### src/rtl/serial_magnitude_comparator.sv
// Digit-serial magnitude comparator: walks two operands MSB-first, DIGIT bits per cycle,
// carrying the greater/equal cascade state between beats.
module serial_magnitude_comparator #(
    parameter int unsigned WIDTH      = 16,
    parameter int unsigned DIGIT      = 1,
    parameter int unsigned EARLY_EXIT = 0
) (
    input  logic             clk,
    input  logic             rst_n,
    input  logic             start,
    input  logic             signed_mode,
    input  logic [WIDTH-1:0] x,
    input  logic [WIDTH-1:0] y,
    output logic             busy,
    output logic             done,
    output logic             greater_than,
    output logic             equal,
    output logic             less_than
);

    localparam int unsigned BEATS = WIDTH / DIGIT;
    localparam int unsigned CW    = (BEATS > 1) ? $clog2(BEATS) : 1;

    typedef enum logic [1:0] {StIdle, StCompare, StDone} state_e;

    state_e           state_q;
    logic [WIDTH-1:0] x_q, y_q;
    logic [CW-1:0]    cnt_q;
    logic             gt_q, eq_q;
    logic             gt_nxt, eq_nxt;
    logic             last_beat;

    // Ripple the one-bit cascade across the current top digit.
    always_comb begin
        gt_nxt = gt_q;
        eq_nxt = eq_q;
        for (int i = 0; i < int'(DIGIT); i++) begin
            if (eq_nxt) begin
                if (x_q[WIDTH-1-i] && !y_q[WIDTH-1-i]) begin
                    gt_nxt = 1'b1;
                    eq_nxt = 1'b0;
                end else if (!x_q[WIDTH-1-i] && y_q[WIDTH-1-i]) begin
                    gt_nxt = 1'b0;
                    eq_nxt = 1'b0;
                end
            end
        end
        last_beat = (cnt_q == '0) || ((EARLY_EXIT != 0) && !eq_nxt);
    end

    always_ff @(posedge clk) begin
        if (!rst_n) begin
            state_q      <= StIdle;
            x_q          <= '0;
            y_q          <= '0;
            cnt_q        <= '0;
            gt_q         <= 1'b0;
            eq_q         <= 1'b0;
            busy         <= 1'b0;
            done         <= 1'b0;
            greater_than <= 1'b0;
            equal        <= 1'b0;
            less_than    <= 1'b0;
        end else begin
            unique case (state_q)
                StIdle: begin
                    if (start) begin
                        // Flipping both sign bits maps two's complement order onto unsigned order.
                        x_q          <= x ^ {signed_mode, {(WIDTH-1){1'b0}}};
                        y_q          <= y ^ {signed_mode, {(WIDTH-1){1'b0}}};
                        cnt_q        <= CW'(BEATS - 1);
                        gt_q         <= 1'b0;
                        eq_q         <= 1'b1;
                        greater_than <= 1'b0;
                        equal        <= 1'b0;
                        less_than    <= 1'b0;
                        busy         <= 1'b1;
                        state_q      <= StCompare;
                    end
                end
                StCompare: begin
                    gt_q  <= gt_nxt;
                    eq_q  <= eq_nxt;
                    x_q   <= x_q << DIGIT;
                    y_q   <= y_q << DIGIT;
                    cnt_q <= cnt_q - 1'b1;
                    if (last_beat) begin
                        greater_than <= gt_nxt;
                        equal        <= eq_nxt;
                        less_than    <= ~gt_nxt & ~eq_nxt;
                        done         <= 1'b1;
                        state_q      <= StDone;
                    end
                end
                StDone: begin
                    done    <= 1'b0;
                    busy    <= 1'b0;
                    state_q <= StIdle;
                end
                default: state_q <= StIdle;
            endcase
        end
    end

endmodule

### config.mk
export PLATFORM = sky130hd
export DESIGN_NAME = serial_magnitude_comparator
export DESIGN_NICKNAME = d
export VERILOG_FILES = /design/src/rtl/serial_magnitude_comparator.sv
export SDC_FILE = /design/constraint.sdc
export NUM_CORES = 1
export LEC_CHECK = 0
export CAP_MARGIN = 0
export CORE_ASPECT_RATIO = 0.5
export CORE_MARGIN = 2
export CORE_UTILIZATION = 30
export CTS_CLUSTER_SIZE = 30
export DETAILED_ROUTE_END_ITERATION = 6
export DONT_BUFFER_PORTS = 1
export PLACE_DENSITY = 0.45
export SLEW_MARGIN = 20
export SYNTH_ARGS = -nofsm -noshare
export SYNTH_HDL_FRONTEND = slang
export SYNTH_SLANG_ARGS = --single-unit
### constraint.sdc
create_clock -name clk -period 1.65 [get_ports clk]
set_input_delay 0.33 -clock clk [delete_from_list [all_inputs] [get_ports clk]]
set_output_delay 0.33 -clock clk [all_outputs]
set_load 0.05 [all_outputs]
# Word level (Yosys, flattened, before mapping)
# Cells that the tools add are included.
# W data, S select, Z words.
[word_totals]
regBits = 45
latchBits = 0
mem_bits_rw = 0
rom_bits = 0
input_bits = 36
output_inout_bits = 5
word_cells = 63
mem_count = 0
[op_classes]
n_addsub = 1
n_mul = 0
div = 0
order_cmp = 0
eq_ne = 4
shift = 0
n_mux = 28
bitwise_logic = 5
n_reduce_logical = 14
[op_table]
columns = ["cell", "n"]
rows = [
  ["$pmux W16 S2", 2],
  ["$mux W16", 2],
  ["$xor A16 B16 Y16", 2],
  ["$pmux W1 S2", 7],
  ["$mux W1", 12],
  ["$pmux W4 S2", 1],
  ["$reduce_and A2 Y1", 4],
  ["$reduce_bool A2 Y1", 3],
  ["$logic_not A4 Y1", 1],
  ["$mux W2", 2],
  ["$mux W4", 1],
  ["$ne A2 B2 Y1 const B", 2],
  ["$pmux W2 S2", 1],
  ["$sub A4 B1 Y4 const B", 1],
  ["$reduce_and A3 Y1", 1],
  ["$eq A2 B1 Y1 const B", 1],
  ["$eq A2 B2 Y1 const B", 1],
  ["$logic_and A1 B1 Y1", 2],
  ["$logic_not A1 Y1", 2],
  ["$logic_not A2 Y1", 1],
  ["$not A1 Y1", 2],
  ["$and A1 B1 Y1", 1],
]

# Longest topological paths before layout
[depth]
ltp_word = 9
mapped_depth = 6
mapped_depth_nobuf = 6

# Worst setup path before layout
# OpenSTA, ideal clock, no wires.
[synth_timing]
path_kind = "reg-to-reg"
startpoint = "register cnt_q[0]"
endpoint = "register greater_than"
setup_time_ps = 132
arrival_ps = 1037
t_required_ps = 1518
path_slack_ps = 481
stages_incl_launch_ff = 7
n_path_buf = 0
synth_period_minus_slack_ps = 1169
path_cell_list = "dfxtp_1 > inv_1 > ha_1 > nand4bb_1 > a21oi_2 > nand2b_1 > a21oi_1"
[synth_between]
elab_chain_cells = 3
[synth_rtl]
columns = ["element", "line_no", "text"]
rows = [
  ["start, declared", "28", "logic [CW-1:0] cnt_q;"],
  ["start signal, assigned", "71", "cnt_q <= CW'(BEATS - 1);"],
  ["start signal, assigned", "86", "cnt_q <= cnt_q - 1'b1;"],
  ["$logic_not A4 Y1", "48", "last_beat = (cnt_q == '0) || ((EARLY_EXIT != 0) && !eq_nxt);"],
  ["$ne A2 B2 Y1 (no line)", "-", ""],
  ["$reduce_and A3 Y1 (no line)", "-", ""],
  ["end signal, assigned", "88", "greater_than <= gt_nxt;"],
  ["end, declared", "16", "output logic greater_than,"],
]
# No other way between the ends.
# A chain may end at the register's enable or synchronous reset.

# Final worst setup path
[layout_timing]
startpoint = "register cnt_q[0]"
endpoint = "register equal"
[layout_between]
elab_chain_cells = 3
[layout_rtl]
columns = ["element", "line_no", "text"]
rows = [
  ["$logic_not A4 Y1", "48", ""],
  ["$ne A2 B2 Y1 (no line)", "-", ""],
  ["$reduce_and A3 Y1 (no line)", "-", ""],
  ["end signal, assigned", "89", "equal <= eq_nxt;"],
  ["end, declared", "17", "output logic equal,"],
]
# No other way between the ends.

==> results.yml <==
run_status:
  status: "complete, no violations"
detailed_routing:
  wire_per_inst_um: 14.0
  drc: 0
  drt-vias-per-instance: 5.04
  vias: 1819
  drt-total-wl_um: 5040
  drtIter0Drc: 123
  drt.antenna.violating_nets: 0
  drtPass1Iterations: 4
clock_tree:
  cts_setup_buffers: 0
  clock-sinks: 45
  h-tree-depth: 2
  cts_max_path_buffers: 2
  clk_pin_slew_ns: 0.06
  cts_resized: 0
  cts_tree: "built"
  numCtsBuffers: 5
  cts_hold_buf: 0
  clk_latency_ns: 0.28
  cts_root_buf: "clkbuf_16"
global_routing:
  antenna_found_initial: 0
  grt_max_degree: 38
  grt_pass1_vias: 1662
  overflow: 0
  track_usage_pct: 13.7
  grt_pass1_wl_um: 8250
timing:
  finalCritPeriodShare_pct: 81.6
  drv_slew: 0
  grt_setup_unrepaired: "false"
  post-route-min-period_ns: 1.35
  fmax_mhz: 743
  relSlewSlack_pct: 64.3
  worst_pin_slew_ns: 0.535
  setup_violations: 0
  finalHoldViolCount: 0
  fin_skew_ns: 0.00419
  setup_slack_ns: 0.303
  fin_hold_ws_ns: 0.188
  tns_ns: 0
min_path:
  hold_end: "x_q[11]$_SDFFE_PN0P_"
  hold_path_depth: 2
  worstHoldStart: "rst_n"
  hold_path_class: "input pin to register"
finish:
  syn_to_final_growth_pct: 10.6
  diodes: 0
  final_cell_mix: "o21ai_0 (57), dfxtp_1 (45), a21oi_1 (37)"
  final_area_um2: 2300
  layout_commonest_cell: "o21ai_0"
  drive_gt1_share_pct: 7.81
  final_core_util_pct: 34.4
  nets: 308
placed_design:
  dp_hpwl_um: 3380
  place_ws_ns: 0.270
  place_congestion: 0.701
  dpl-instance-area_um2: 2160
  io_buffers: 0
power_and_ir_drop:
  cellPowerDensity_nw_per_um2: 1170
  peakVddDrop_mv: 0.456
  p_leak_nw: 0.853
worst_setup_path:
  path_max_fanout: 5
  start_kind: "register"
  crit_required_ns: 1.87
  cp_data_arrival_time_ns: 1.56
  slowest_delay_ns: 0.34
  cp_cell_sequence: "inv_1 > ha_1 > nand4bb_1 > a21oi_2 > nand4_1 > a21oi_1"
  rr_startpoint: "cnt_q[0]$_SDFFE_PN0P_"
  worstSetupPathType: "register to register"
  cpMaxStageDelayCell: "dfxtp_1"
  r2r_setup_slack_ns: 0.30
  timing.rr.end: "equal$_SDFFE_PN0P_"
  path_buf_inv: 1
  end_kind: "register"
  path_delay_family: "compound AO/OA/AOI/OAI gates"
  ff2ff_path_depth: 6
synth:
  synth-main-ff-cell: "dfxtp_1"
  synth_top_area_share_pct: 43.3
  syn_avg_cell_area_um2: 7.57
  synth.largest_area_cell: "dfxtp_1"
  yosys_warnings: 0
  ys_types: 33
  netlist_area_um2: 2080
  ys_seq_elements: 45
  seq_area_frac_synth_pct: 43.3
  synthTopCellsByArea: "dfxtp_1 (43%), o21ai_0 (14%), a21oi_1 (8.9%)"
  synth_edf_count: 0
  syn-num-nets: 314
  async_reset_ff_share_pct: 0
  synthCells: 275
die:
  die_w_um: 122
  initial_core_util_pct: 31.1
  die-area_um2: 7660
  core_um2: 6700
  io_pins: 41
  row_count: 21
  fp.dieH_um: 62.9
job:
  cap_violations: 0
## routing by layer
metal  wire length [um]  global-route usage (%)
met1               2530                    18.8
met2               2150                    19.7
met3                300                    4.74
met4                 62                    4.74
met5                  0                       0
## registers in the layout, summed over array words and instances (netlist names)
name          count
greater_than      1
eq_q              1
less_than         1
x_q              16
done              1
cnt_q             4
busy              1
y_q              16
gt_q              1
equal             1
state_q           2
## final cells by class
type / instances / area, um^2
Sequential cell: 45 / 901
Clock buffer: 7 / 143
Timing Repair Buffer: 8 / 72.6
Inverter: 8 / 30.0
Multi-Input combinational cell: 201 / 1040
Fill cell: 724 / 4400
Tap cell: 92 / 115
## worst max path at each step
stage,from,end,cells past startpoint
4_1_cts,state_q[0]$_SDFFE_PN0P_,x_q[8]$_SDFFE_PN0P_,6
5_1_grt,state_q[0]$_SDFFE_PN0P_,y_q[5]$_SDFFE_PN0P_,6
2_1_floorplan,cnt_q[0]$_SDFFE_PN0P_,greater_than$_SDFFE_PN0P_,6
6_report,cnt_q[0]$_SDFFE_PN0P_,equal$_SDFFE_PN0P_,6
3_3_place_gp,cnt_q[0]$_SDFFE_PN0P_,equal$_SDFFE_PN0P_,6
3_5_place_dp,state_q[1]$_SDFFE_PN0P_,cnt_q[1]$_SDFFE_PN0P_,3
## report_power, final
part / switching [W] / leakage (nW) / internal, W
Clock: 0.000387 / 0.0700 / 0.000595
Combinational: 0.000237 / 0.410 / 0.000175
Sequential: 0.0000896 / 0.373 / 0.00120
Total: 0.000714 / 0.853 / 0.00197
## metrics by stage
step                      std cells  total power [W]
after floorplan                 275          0.00165
after global placement          354          0.00173
after detailed placement        354          0.00173
after CTS                       361          0.00272
after global routing            361          0.00286
final                           361          0.00269
## synthesized netlist by cell type, drive strengths merged, types with 2 or more instances
library cell and number:
a2bb2oi 2, nand2 31, a21oi 38, nor2 34
o21ai 64, a32o 2, xnor2 2, nor2b 2
nand2b 4, dfxtp 45, nand3 4, inv 8
a221oi 2, o22ai 2, nor3 3, clkbuf 9
buf 12, ha 3
## logic make-up after synthesis
family / after synthesis / share of synthesized area [%]
flip-flops: 45 / 43.3
buffers and inverters: 29 / 6.67
AO/OA/AOI/OAI: 113 / 29.3
adder cells (fa/ha/maj): 3 / 1.80
AND/OR/NAND/NOR: 83 / 18.1
XOR/XNOR: 2 / 0.841
## worst reg2reg max path, stage by stage, from the launching register on
cell and delay (ns):
dfxtp_1 0.34, inv_1 0.06, ha_1 0.22, nand4bb_1 0.13
a21oi_2 0.25, nand4_1 0.14, a21oi_1 0.15
No activity file was read; power rests on OpenSTA's default activity.
